### src/rtl/demux1_4_seq_pkg.sv
// Shared definitions for the sequential 1-to-4 demultiplexer.
package demux1_4_seq_pkg;

  localparam int unsigned NUM_CH = 4;

  typedef enum logic {
    IDLE = 1'b0,
    FILL = 1'b1
  } demux_state_e;

endpackage

### src/rtl/demux1_4_seq_if.sv
// Data/control bundle between the demux and its producer/consumer.
interface demux1_4_seq_if #(
  parameter int unsigned WIDTH = 2
) ();

  logic [WIDTH-1:0] din;
  logic             din_valid;
  logic [1:0]       sel;
  logic             auto_mode;
  logic [WIDTH-1:0] o0;
  logic [WIDTH-1:0] o1;
  logic [WIDTH-1:0] o2;
  logic [WIDTH-1:0] o3;
  logic [3:0]       o_strobe;
  logic             frame_done;
  logic [1:0]       ch_ptr;

  modport master (
    output din, din_valid, sel, auto_mode,
    input  o0, o1, o2, o3, o_strobe, frame_done, ch_ptr
  );

  modport slave (
    input  din, din_valid, sel, auto_mode,
    output o0, o1, o2, o3, o_strobe, frame_done, ch_ptr
  );

endinterface

### src/rtl/demux_dec2_4.sv
// Combinational 2-to-4 one-hot decoder with enable; drives write enables.
module demux_dec2_4
  import demux1_4_seq_pkg::*;
(
  input  logic              en,
  input  logic [1:0]        sel,
  output logic [NUM_CH-1:0] onehot
);

  // One bit set at the selected index when enabled, otherwise all clear
  always_comb begin
    onehot = '0;
    if (en) begin
      onehot[sel] = 1'b1;
    end
  end

endmodule

### src/rtl/demux1_4_seq.sv
// Sequential 1-to-4 demultiplexer with manual/round-robin channel selection
// and frame-completion tracking over all four channels.
module demux1_4_seq
  import demux1_4_seq_pkg::*;
#(
  parameter int unsigned WIDTH = 2
) (
  input logic           clk,
  input logic           rst,
  demux1_4_seq_if.slave bus
);

  demux_state_e      state_q;
  logic              auto_q;
  logic [NUM_CH-1:0] mask_q;
  logic [1:0]        ptr_q;
  logic [WIDTH-1:0]  o0_q, o1_q, o2_q, o3_q;
  logic [NUM_CH-1:0] strobe_q;
  logic              frame_done_q;

  logic              mode_chg;
  logic [NUM_CH-1:0] base_mask;
  logic [1:0]        base_ptr;
  logic [1:0]        target;
  logic [NUM_CH-1:0] wr_en;
  logic [NUM_CH-1:0] next_mask;

  // A mode change wipes frame progress before this cycle's write is applied,
  // so the write is evaluated against the cleared mask/pointer.
  always_comb begin
    mode_chg  = (bus.auto_mode != auto_q);
    base_mask = (mode_chg || state_q == IDLE) ? '0 : mask_q;
    base_ptr  = mode_chg ? '0 : ptr_q;
    target    = bus.auto_mode ? base_ptr : bus.sel;
    next_mask = base_mask | wr_en;
  end

  demux_dec2_4 u_dec (
    .en     (bus.din_valid),
    .sel    (target),
    .onehot (wr_en)
  );

  // Frame FSM, channel registers, pointer and registered pulses
  always_ff @(posedge clk) begin
    if (rst) begin
      state_q      <= IDLE;
      auto_q       <= 1'b0;
      mask_q       <= '0;
      ptr_q        <= '0;
      o0_q         <= '0;
      o1_q         <= '0;
      o2_q         <= '0;
      o3_q         <= '0;
      strobe_q     <= '0;
      frame_done_q <= 1'b0;
    end else begin
      auto_q       <= bus.auto_mode;
      strobe_q     <= wr_en;
      frame_done_q <= 1'b0;
      if (wr_en[0]) o0_q <= bus.din;
      if (wr_en[1]) o1_q <= bus.din;
      if (wr_en[2]) o2_q <= bus.din;
      if (wr_en[3]) o3_q <= bus.din;
      if (bus.din_valid) begin
        if (&next_mask) begin
          frame_done_q <= 1'b1;
          mask_q       <= '0;
          state_q      <= IDLE;
        end else begin
          mask_q  <= next_mask;
          state_q <= FILL;
        end
      end else begin
        mask_q  <= base_mask;
        state_q <= (base_mask == '0) ? IDLE : FILL;
      end
      if (!bus.auto_mode) begin
        ptr_q <= '0;
      end else if (bus.din_valid) begin
        ptr_q <= 2'(base_ptr + 2'd1);
      end else begin
        ptr_q <= base_ptr;
      end
    end
  end

  assign bus.o0         = o0_q;
  assign bus.o1         = o1_q;
  assign bus.o2         = o2_q;
  assign bus.o3         = o3_q;
  assign bus.o_strobe   = strobe_q;
  assign bus.frame_done = frame_done_q;
  assign bus.ch_ptr     = ptr_q;

endmodule

### src/flat_wrapper.sv
// flat-port wrapper written by rule: the top's interface ports become plain ports
module demux1_4_seq_flat import demux1_4_seq_pkg::*;
#(
  parameter int unsigned WIDTH = 2
)
  (clk, rst, bus_din, bus_din_valid, bus_sel, bus_auto_mode, bus_o0, bus_o1, bus_o2, bus_o3, bus_o_strobe, bus_frame_done, bus_ch_ptr);
  demux1_4_seq_if #(.WIDTH(WIDTH)) bus_i ();
  input logic clk;
  input logic rst;
  input wire logic [$bits(bus_i.din)-1:0] bus_din;
  input wire logic [$bits(bus_i.din_valid)-1:0] bus_din_valid;
  input wire logic [$bits(bus_i.sel)-1:0] bus_sel;
  input wire logic [$bits(bus_i.auto_mode)-1:0] bus_auto_mode;
  output wire logic [$bits(bus_i.o0)-1:0] bus_o0;
  output wire logic [$bits(bus_i.o1)-1:0] bus_o1;
  output wire logic [$bits(bus_i.o2)-1:0] bus_o2;
  output wire logic [$bits(bus_i.o3)-1:0] bus_o3;
  output wire logic [$bits(bus_i.o_strobe)-1:0] bus_o_strobe;
  output wire logic [$bits(bus_i.frame_done)-1:0] bus_frame_done;
  output wire logic [$bits(bus_i.ch_ptr)-1:0] bus_ch_ptr;
  assign bus_i.din = bus_din;
  assign bus_i.din_valid = bus_din_valid;
  assign bus_i.sel = bus_sel;
  assign bus_i.auto_mode = bus_auto_mode;
  assign bus_o0 = bus_i.o0;
  assign bus_o1 = bus_i.o1;
  assign bus_o2 = bus_i.o2;
  assign bus_o3 = bus_i.o3;
  assign bus_o_strobe = bus_i.o_strobe;
  assign bus_frame_done = bus_i.frame_done;
  assign bus_ch_ptr = bus_i.ch_ptr;
  demux1_4_seq #(.WIDTH(WIDTH)) u_core (.clk(clk), .rst(rst), .bus(bus_i));
endmodule
### config.mk
export PLATFORM = sky130hd
export DESIGN_NAME = demux1_4_seq_flat
export DESIGN_NICKNAME = d
export VERILOG_FILES = /design/src/rtl/demux1_4_seq_pkg.sv /design/src/rtl/demux1_4_seq_if.sv /design/src/rtl/demux_dec2_4.sv /design/src/rtl/demux1_4_seq.sv /design/src/flat_wrapper.sv
export SDC_FILE = /design/constraint.sdc
export NUM_CORES = 1
export LEC_CHECK = 0
export CORE_MARGIN = 1
export CORE_UTILIZATION = 40
export DETAILED_ROUTE_END_ITERATION = 12
export MAX_ROUTING_LAYER = met4
export PLACE_DENSITY = 0.7
export SLEW_MARGIN = 20
export SYNTH_ARGS = -nofsm -noshare
export SYNTH_HDL_FRONTEND = slang
export SYNTH_HIERARCHICAL = 1
export SYNTH_SLANG_ARGS = --single-unit
### constraint.sdc
create_clock -name clk -period 2.3 [get_ports clk]
set_clock_uncertainty 0.2 [all_clocks]
set_input_delay 0.575 -clock clk [delete_from_list [all_inputs] [get_ports clk]]
set_output_delay 0.575 -clock clk [all_outputs]
set_load 0.03 [all_outputs]
; Yosys cells after proc, flatten, opt, wreduce, memory -nomap -nowiden
; Index checks and enable logic that the tools add are counted.
[word_totals]
ff_bits = 21
elab_cells = 37
[classes]
bitwise = 4
add_sub_neg = 1
eq_ne = 1
mux = 13
n_reduce_logical = 6
magnitude_cmp = 2
[op_table]
columns = operator, count
row1 = $mux 4, 4
row2 = $mux 2, 3
row3 = $mux 1, 5
row4 = $logic_not 4->1, 1
row5 = $or 4x4->4, 1
row6 = $reduce_and 4->1, 1
row7 = $reduce_or 2->1, 2
row8 = $lt 2x3->1 const B, 1
row9 = $not 1->1, 3
row10 = $add 2x1->2 const B, 1
row11 = $demux 1 s2, 1
row12 = $ge 2x1->1 const B, 1
row13 = $logic_and 1x1->1, 1
row14 = $logic_or 1x1->1, 1
row15 = $ne 1x1->1, 1

; Depth between registers and ports, before layout
[logic_depth]
depth_word = 12
depth_mapped = 6

; Hierarchy
; Netlist, hierarchy kept.
[modules_own_cells]
columns = module, cells_per_inst, n_inst, area_each_um2
row1 = demux1_4_seq, 77, 1, 783.3
row2 = demux_dec2_4, 4, 1, 37.5

; Worst setup path after synthesis
; No wires, ideal clock.
[synth_timing]
path_type = in2reg
from = input port bus_sel[1]
to = register u_core.frame_done_q (netlist: u_core/bus.frame_done)
t_required_ns = 2.034
slack_ns = 0.192
t_arrival_ns = 1.842
path_buffers = 0
stages = 6
cell_sequence = inv_1 -> o21ai_0 -> and3_2 -> a22oi_1 -> nor4_2 -> nor2b_1
[synth_between]
elab_chain_cells = 9
elab_cells_between_ends = 10
classes_between = order compare: 2 / mux: 5 / bitwise: 1 / reduce/logical: 2
[synth_rtl]
columns = item, line
row1 = from (decl), flat_wrapper.sv:12  ; input wire logic [$bits(bus_i.sel)-1:0] bus_sel;
row2 = $mux 2 *, demux1_4_seq.sv:34  ; target = bus.auto_mode ? base_ptr : bus.sel;
row3 = net u_core.target[1], demux1_4_seq.sv:24  ; logic [1:0] target;
row4 = $lt 2x3->1 (not written as such) or $ge 2x1->1 (tied branches), demux_dec2_4.sv:14  ; onehot[sel] = 1'b1;
row5 = $logic_and 1x1->1 (not written as such), demux_dec2_4.sv:14
row6 = $mux 1 (not written as such), demux_dec2_4.sv:14
row7 = $demux 1 s2 *, demux_dec2_4.sv:14
row8 = $mux 4 *, demux_dec2_4.sv:13  ; if (en) begin
row9 = net u_core.wr_en[3], demux1_4_seq.sv:25  ; logic [NUM_CH-1:0] wr_en;
row10 = $or 4x4->4 *, demux1_4_seq.sv:35  ; next_mask = base_mask | wr_en;
row11 = $reduce_and 4->1 *, demux1_4_seq.sv:66  ; if (&next_mask) begin
row12 = $mux 1 *, demux1_4_seq.sv:66
row13 = to (signal assigned), demux1_4_seq.sv:56  ; frame_done_q <= 1'b0;
row14 = to (signal assigned), demux1_4_seq.sv:60  ; frame_done_q <= 1'b0;
row15 = to (signal assigned), demux1_4_seq.sv:67  ; frame_done_q <= 1'b1;
row16 = to (decl), demux1_4_seq.sv:19  ; logic frame_done_q;
; The timed path passes the listed nets; every way through them passes the cells marked *.
; A chain may end at the register's enable or synchronous reset.

; Final worst setup path
[layout_timing]
from = register u_core.ptr_q[0] (netlist: u_core/bus.ch_ptr[0])
to = output port bus_ch_ptr[0]
[layout_rtl]
columns = item, line
row1 = from (decl), demux1_4_seq.sv:16  ; logic [1:0] ptr_q;
row2 = from (signal assigned), demux1_4_seq.sv:81  ; ptr_q <= 2'(base_ptr + 2'd1);
row3 = from (signal assigned), demux1_4_seq.sv:83  ; ptr_q <= base_ptr;
row4 = to (decl), flat_wrapper.sv:20  ; output wire logic [$bits(bus_i.ch_ptr)-1:0] bus_ch_ptr;
; No word-level cell between the ends.

==> flow_summary.toml <==
[setup_path]
required_ns = 1.52
max_stage_delay_ns = 0.69
critPathLaunchType = "flop"
reg2reg_from = "u_core/auto_q"
path_max_fanout = 4
critPathTopFamily = "buffers and inverters"
crit_start = "u_core/bus.ch_ptr[0]"
cp_num_buf_inv = 1
critPathArrivalTime_ns = 1.40
endpoint_kind = "output pin"
criticalPathCategory = "reg -> out"
crit_chain = "clkdlybuf4s50_1"
cp_slowest_cell = "clkdlybuf4s50_1"

[sta]
rsz0062_at_grt = "false"
relSlewSlack_pct = 78.9
tightest_slew_ns = 0.316
hold_viol_final = 0
setup_viol = 0
tns_ns = 0
finalWorstSetupSlack_ns = 0.130
min_period_ns = 2.17
period_share_pct = 94.4
fmax_mhz = 461
slew_violations = 0
hold_slack_ns = 0.306

[hold_path]
min_from = "u_core/bus.o0[0]"
min_path_type = "reg -> reg"

[logic_synthesis]
syn_inst = 81
synthTopCellsByCount = "dfxtp_1 (21), mux2i_1 (8), nor2_1 (8), nor2b_1 (6)"
ys_top_cells_by_area = "dfxtp_1 (51%), mux2i_1 (9.8%), a22oi_1 (4.6%)"
ys_warn_count = 6
synth_seq_area_share_pct = 51.2
async_flop_share_pct = 0
synth.most_common_cell = "dfxtp_1"
syn-cell-area_um2 = 821
synth_top_area_cell = "dfxtp_1"
synth_edf_count = 0
yosys_register_bits = 21
avgSynthCellArea_um2 = 10.1
syn_nets = 89
synth_top_cell_area_share_pct = 51.2
ys_types = 25
ys.flop_type = "dfxtp_1"

[final_layout]
fillCellCount = 171
seq_area_um2 = 420
syn_to_final_growth_pct = 43.1
nets = 123
postLayoutCoreUtil_pct = 60.5
multi_input_area_um2 = 388
design_area_um2 = 1170
n_antenna_cell = 0
drive_gt1_share_pct = 19.3
layoutNonFillerInstCount = 141

[die]
start_util_pct = 42.3
pin_count = 23
row_count = 16
core_area_um2 = 1940
dieArea_um2 = 2240
dieHeight_um = 47.3
dieWidth_um = 47.3

[placed_design]
hpwlAfterDp_mm = 1.35
placed_area_um2 = 1140
placed_cells = 137
port_buffers = 22
gp_congestion = 0.779
post-place-ws_ns = -0.343

[routing]
wl_mm = 1.74
final_antenna_net_count = 0
wire_per_inst_um = 12.4
drtIter0Drc = 24
vias = 714
drt_pass1_iterations = 4
drc = 0
vias_per_cell = 5.06

[clocking]
clk_latency_ns = 0.29
clkTransAtPathRegs_ns = 0.12
htreeDepth = 1
cts_sinks = 21
cts_tree = "yes"
cts_buffers = 3
clockBufferDepth = 2
clock-root-buffer = "clkbuf_4"
post_cts_buffers = 0

[grt]
first_global_vias = 588
grt_pass1_wl_mm = 2.53
grt-ovfl-total = 0
antenna_found_initial = 0
grt_max_degree = 13
grtUsageTotal_pct = 17.0

[pwr]
vdd_ir_drop_max_mv = 0.381
p_per_area_nw_per_um2 = 558
leakagePower_nw = 0.467
power.total_mw = 0.655

[flow_run]
cap_violations = 0

[status]
status = "completed"
-- worst register-to-register path, delay by kind of cell, from the launching register on --
kind / cells / cell delay (ns)
and+or+nand+nor: 4 / 0.74
AOI/OAI and AO/OA: 2 / 0.21
buffers and inverters: 1 / 0.18
DFF: 1 / 0.46
-- final timing paths --
check	to	slack [ns]	depth (start not counted)
hold / removal	u_core/bus.o0[0]	0.31	2
hold reg to reg	u_core/bus.o0[0]	0.31	2
setup / recovery	bus_ch_ptr[0]	0.13	1
setup reg to reg	u_core/bus.frame_done	0.44	7
-- state kept, by name (all words and copies together), names as in the netlist --
signal and cells:
u_core/bus.frame_done 1, u_core/bus.o2 2, u_core/mask_q 4, u_core/state_q 1
u_core/bus.o3 2, u_core/auto_q 1, u_core/bus.ch_ptr 2, u_core/bus.o1 2
u_core/bus.o0 2, u_core/bus.o_strobe 4
-- cell usage in the layout, fill, tap and decap left out, types with 3 or more instances in the layout --
master	n
a22oi_1	5
a31oi_1	3
buf_4	10
clkbuf_4	3
clkdlybuf4s50_1	21
dfxtp_1	21
mux2i_1	8
nor2_1	8
nor2b_1	6
nor3_1	5
-- power breakdown --
group | internal, mW | switching (mW)
logic | 0.0500 | 0.0513
clock network | 0.0646 | 0.108
registers | 0.374 | 0.00731
-- metal layers --
metal  global-route usage, %  vias up  wire length [um]
li1                        -      352                 -
met1                    20.2      340               745
met2                    27.7       20               894
met3                    2.69        2                89
met4                    8.00        0                14
met5                       -        -                 0
-- kinds of logic (layout without fill, tap and decap cells) --
| logic type | after synthesis | in the layout | share of synthesized area (%) |
|---|---|---|---|
| muxes | 8 | 8 | 9.76 |
| buffers and inverters | 5 | 38 | 2.44 |
| DFF | 21 | 21 | 51.2 |
| AOI/OAI and AO/OA | 11 | 11 | 8.69 |
| and+or+nand+nor | 33 | 33 | 23.8 |
| xor gates and xnor gates | 3 | 3 | 4.12 |
-- cell type report --
type,instances,share of cell area (%)
Tap cell,27,2.88
Clock buffer,3,1.92
Clock inverter,1,0.426
Inverter,2,0.639
Timing Repair Buffer,32,25.3
Sequential cell,21,35.8
Multi-Input combinational cell,55,33.0
-- timing repair --
action / 4_1_cts / 5_1_grt
pin swaps: 0 / 0
hold buffers: 0 / 0
endpoints found under the hold margin: 0 / 0
gates cloned: 0 / 0
gates resized for setup: 2 / 3
setup endpoints to repair: 6 / 6
Power figures use the tool's default switching activity.
